File: src/rtl/gpu_pixel_writeback.sv
// GPU pixel writeback: colour modulation, mask test and
// 16-pixel VRAM line accumulation with flush to the arbiter.
module gpu_pixel_writeback #(
  parameter bit TEXMOD_EN = 1'b1
) (
  input  logic         clk,
  input  logic         i_nrst,
  input  logic         GPU_REG_CheckMaskBit,
  input  logic         GPU_REG_ForcePixel15MaskSet,
  input  logic         GPU_REG_TexModRaw,
  input  logic         GPU_TEX_DISABLE,
  input  logic [1:0]   i_newBGCacheLine,
  input  logic         i_validPixel,
  input  logic [9:0]   i_scrX,
  input  logic [8:0]   i_scrY,
  input  logic [15:0]  i_texel,
  input  logic         i_transparent,
  input  logic         i_bgMsk,
  input  logic [8:0]   i_R,
  input  logic [8:0]   i_G,
  input  logic [8:0]   i_B,
  input  logic         i_flushAll,
  output logic         o_pause,
  output logic         o_resetLineFlag,
  output logic         o_flushReq,
  output logic [14:0]  o_flushAdr,
  output logic [255:0] o_flushData,
  output logic [15:0]  o_flushBE,
  input  logic         i_flushAck,
  output logic         o_idle
);

  typedef enum logic {ACCUM, FLUSH} state_t;

  state_t         state_q, state_d;
  logic           lv_q, lv_d;
  logic [15:0]    be_q, be_d;
  logic [14:0]    adr_q, adr_d;
  logic [255:0]   data_q, data_d;

  logic           tex;
  logic           drop;
  logic           hit;
  logic           wr;
  logic [3:0]     slot;
  logic [14:0]    pixAdr;
  logic [15:0]    pix;

  function automatic logic [4:0] chan(
    input logic [4:0] t,
    input logic [8:0] c,
    input logic       tx,
    input logic       raw
  );
    logic [13:0] p;
    logic [5:0]  u;
    u = c[8:3];
    p = {9'd0, t} * {5'd0, c};
    if (!tx)
      chan = (u > 6'd31) ? 5'd31 : u[4:0];
    else if (raw || !TEXMOD_EN)
      chan = t;
    else
      chan = (p[13:7] > 7'd31) ? 5'd31 : p[11:7];
  endfunction

  // Pixel colour, drop decision and line match.
  always_comb begin
    tex    = !GPU_TEX_DISABLE;
    pix    = {(tex & i_texel[15]) | GPU_REG_ForcePixel15MaskSet,
              chan(i_texel[14:10], i_B, tex, GPU_REG_TexModRaw),
              chan(i_texel[9:5],   i_G, tex, GPU_REG_TexModRaw),
              chan(i_texel[4:0],   i_R, tex, GPU_REG_TexModRaw)};
    drop   = !i_validPixel
           | (tex & i_transparent)
           | (GPU_REG_CheckMaskBit & i_bgMsk);
    pixAdr = {i_scrY, i_scrX[9:4]};
    slot   = i_scrX[3:0];
    hit    = (adr_q == pixAdr);
  end

  // Next-state, line buffer update and handshake outputs.
  always_comb begin
    state_d         = state_q;
    lv_d            = lv_q;
    be_d            = be_q;
    adr_d           = adr_q;
    data_d          = data_q;
    o_pause         = 1'b0;
    o_resetLineFlag = 1'b0;
    o_flushReq      = 1'b0;
    wr              = 1'b0;
    unique case (state_q)
      ACCUM: begin
        if (|i_newBGCacheLine && |be_q) begin
          o_pause = 1'b1;
          state_d = FLUSH;
        end else if (|i_newBGCacheLine) begin
          o_resetLineFlag = 1'b1;
          wr              = !drop;
        end else if (!drop && lv_q && !hit) begin
          o_pause = 1'b1;
          state_d = FLUSH;
        end else if (!drop) begin
          wr = 1'b1;
        end else if (i_flushAll && |be_q) begin
          state_d = FLUSH;
        end
      end
      FLUSH: begin
        o_flushReq = 1'b1;
        o_pause    = 1'b1;
        if (i_flushAck) begin
          be_d    = '0;
          lv_d    = 1'b0;
          state_d = ACCUM;
        end
      end
      default: state_d = ACCUM;
    endcase
    if (wr) begin
      data_d[{slot, 4'b0000} +: 16] = pix;
      be_d[slot] = 1'b1;
      lv_d       = 1'b1;
      adr_d      = pixAdr;
    end
  end

  // State and line buffer registers.
  always_ff @(posedge clk) begin
    if (!i_nrst) begin
      state_q <= ACCUM;
      lv_q    <= 1'b0;
      be_q    <= '0;
      adr_q   <= '0;
      data_q  <= '0;
    end else begin
      state_q <= state_d;
      lv_q    <= lv_d;
      be_q    <= be_d;
      adr_q   <= adr_d;
      data_q  <= data_d;
    end
  end

  assign o_flushAdr  = adr_q;
  assign o_flushData = data_q;
  assign o_flushBE   = be_q;
  assign o_idle      = (state_q == ACCUM) && (be_q == '0);

endmodule

File: config.mk
export PLATFORM = sky130hd
export DESIGN_NAME = gpu_pixel_writeback
export DESIGN_NICKNAME = d
export VERILOG_FILES = /design/src/rtl/gpu_pixel_writeback.sv
export SDC_FILE = /design/constraint.sdc
export NUM_CORES = 1
export LEC_CHECK = 0
export ABC_CLOCK_PERIOD_IN_PS = 5970
export CAP_MARGIN = 30
export CORE_ASPECT_RATIO = 0.7
export CORE_UTILIZATION = 45
export CTS_CLUSTER_DIAMETER = 150
export DETAILED_ROUTE_END_ITERATION = 6
export PLACE_DENSITY = 0.75
export SLEW_MARGIN = 15
export SYNTH_ARGS = -nofsm -noshare
export SYNTH_HDL_FRONTEND = slang
export SYNTH_SLANG_ARGS = --single-unit
File: constraint.sdc
create_clock -name clk -period 5.97 [get_ports clk]
set_input_delay 0.597 -clock clk [delete_from_list [all_inputs] [get_ports clk]]
set_output_delay 0.597 -clock clk [all_outputs]
set_load 0.02 [all_outputs]
==> flow_summary.json <==
{
  "status": "finished clean",
  "grt_pass1_wl_mm": 73.1,
  "wl_per_cell_um": 21.9,
  "dieArea_um2": 31900,
  "cp-end-kind": "register",
  "finalSetupTns_ns": 0,
  "fin_crit_sh_pct": 84.1,
  "synth_cell_type_count": 68,
  "yosys.area.top_type": "dfxtp_1",
  "leakage_nw": 7.37,
  "viasPerCell": 5.78,
  "drt_first_iter_violations": 947,
  "fmax_mhz": 199,
  "root_buffer": "clkbuf_16",
  "cts_resized": 0,
  "grt_max_degree": 79,
  "overflow": 0,
  "worstPathRequired_ns": 6.44,
  "ys_warn_count": 0,
  "antennaDiodeCount": 0,
  "worstMarginPinSlew_ns": 1.02,
  "vias": 12742,
  "cts_tree": "done",
  "rsz0062_at_grt": "false",
  "rr_endpoint": "o_flushData[217]",
  "die_x_um": 213,
  "synthCells": 1436,
  "place.gp.congestion": 0.875,
  "power.density_nw_per_um2": 262,
  "fp.dieH_um": 150,
  "r2r_cells": 7,
  "syn_to_final_growth_pct": 35.7,
  "avgSynthCellArea_um2": 9.77,
  "antenna_found_initial": 0,
  "initial_utilization_pct": 46.2,
  "r2r_slack_ns": 2.65,
  "cts_htree_levels": 1,
  "ant_nets": 0,
  "period_minus_slack_ns": 5.02,
  "cts.hold.buffers_added": 0,
  "synth_seq_area_share_pct": 41.2,
  "syn-num-nets": 1638,
  "drv_cap": 0,
  "core_um2": 30400,
  "syn-cell-area_um2": 14000,
  "cts_made_buffers": 28,
  "fill_cells": 2588,
  "post_cts_buffers": 0,
  "synthFlopType": "dfxtp_1",
  "power_mw": 4.99,
  "irDropWorstVdd_mv": 0.193,
  "holdCritPathClass": "input port to register",
  "hpwlAfterDp_mm": 34.9,
  "clk_pin_slew_ns": 0.07,
  "worstSetupPathType": "input port to register",
  "startpoint": "i_texel[4]",
  "first_global_vias": 12609,
  "cts_buffer_depth": 3,
  "clock_skew_ns": 0.0159,
  "endpoint": "o_flushData[193]",
  "track_usage_pct": 29.8,
  "worstSetupStartpointType": "input port",
  "drc": 0,
  "worstSkewPairLatency_ns": 0.56,
  "rows": 53,
  "synth_area_leaders": "dfxtp_1, o2bb2ai_1, fa_1",
  "nets": 1975,
  "worst_ep_arrival_time_ns": 5.49,
  "clock-sinks": 289,
  "finalSetupViolCount": 0,
  "drt_pre_antenna_iters": 5,
  "crit_path_max_fanout": 12,
  "maxSlewHeadroom_pct": 32.0,
  "ys_async_sr_fraction_pct": 0,
  "hold_viol_final": 0,
  "rr_startpoint": "o_flushBE[6]",
  "wl_mm": 48.4,
  "maxSlewViolCount": 0,
  "synth_top_area_share_pct": 41.2,
  "synth_seq_cells": 289,
  "port_buffers": 365,
  "pin_count": 366,
  "drive_gt1_share_pct": 6.64,
  "synth_edf_count": 0
}
[report_power, final]
group	total, mW	switching (mW)	leakage, nW	internal, mW
clock network	1.81	0.781	0.456	1.03
logic	1.21	0.760	4.58	0.450
registers	1.97	0.0171	2.33	1.95
total	4.99	1.56	7.37	3.43
[cells by family after synthesis]
group	Yosys count	synth area share [%]
AOI/OAI and AO/OA	404	21.9
xor gates and xnor gates	30	1.87
adders and majority gates	127	14.5
buffers and inverters	190	5.64
DFF	289	41.2
muxes	8	0.571
and+or+nand+nor	388	14.2
[through the flow]
step	worst slack (ns)	cell area, um2	util (%)	hold slack (ns)	instances
after global placement	0.536	18100	59.5	0.443	2152
after global routing	0.709	19000	62.7	0.392	2205
after CTS	0.991	19000	62.6	0.384	2202
after detailed placement	0.409	18100	59.5	0.445	2152
after floorplan	1.27	14000	-	0.466	1436
final	0.948	19000	62.7	0.398	2205
[layout make-up]
type,instances,area (um2),share of cell area (%)
Clock buffer,34,753,3.96
Clock inverter,16,185,0.973
Timing Repair Buffer,400,3930,20.7
Multi-Input combinational cell,957,7500,39.4
Tap cell,412,515,2.71
Inverter,97,364,1.91
Sequential cell,289,5790,30.4
[cell usage in the layout (no fill, tap or decap), types with 7 or more instances in the layout]
master	n
nand4_1	15
clkdlybuf4s50_1	364
dfxtp_1	289
a22o_1	13
fa_1	60
buf_4	35
nor4_1	7
nand2b_1	7
a21oi_1	50
o2bb2ai_1	177
nor2b_1	7
nor2_1	28
and2_1	80
nand3_1	41
o22ai_1	47
and3_1	9
nand2_1	154
inv_1	96
xnor2_1	12
o21ai_0	36
xor2_1	18
o211ai_1	7
nor3_1	9
clkbuf_16	28
ha_1	67
a31oi_1	10
nand3_2	7
mux2i_1	8
[routing by layer]
layer	vias to the layer above	wire, um	global-route usage [%]
met1	6303	21300	40.3
met4	0	2070	11.2
met3	122	3600	6.78
met2	497	21400	46.4
li1	5820	-	-
met5	-	0	0
[synth_stat cells, drive strengths merged (3+ instances only)]
library cell,instances
nand2,154
or3,6
nand3,48
o31ai,5
dfxtp,289
o2bb2ai,177
nor4,7
buf,38
nor3,9
a311oi,3
and3,9
clkbuf,55
fa,60
a22o,13
nor2b,7
o22a,5
nand4,17
o21ai,42
o22ai,48
and2,82
or4,3
a21oi,51
xnor2,12
inv,97
o211ai,7
o311a,3
nor2,28
mux2i,8
nand2b,7
a32o,4
ha,67
a211oi,7
or2,6
o221ai,5
a31oi,12
xor2,18
a21o,4
[sequential cells by signal, indices dropped and copies added, names as in the netlist]
name	flops
lv_q	1
o_flushData	256
o_flushBE	16
state_q	1
o_flushAdr	15
[worst min path at each step]
stage                                 from               end  slack, ns  depth (start not counted)
after floorplan                       lv_q              lv_q       0.47                          2
after global placement    o_flushData[112]  o_flushData[112]       0.44                          1
after detailed placement  o_flushData[168]  o_flushData[168]       0.45                          1
after CTS                           i_nrst   o_flushData[94]       0.38                          3
after global routing                i_nrst   o_flushData[94]       0.39                          3
final                               i_nrst   o_flushData[94]       0.40                          3
[worst max-delay path, stage by stage]
cell and delay [ns]:
clkdlybuf4s50_1 0.65, nand2_1 0.14, fa_1 0.53, fa_1 0.52, fa_1 0.54, inv_1 0.04
ha_1 0.30, nand3_1 0.08, o21a_1 0.21, or3_1 0.40, a32oi_1 0.24, mux2i_1 0.59
o21ai_2 0.22, buf_4 0.25, o22ai_1 0.18
(Power assumes the default switching activity.)
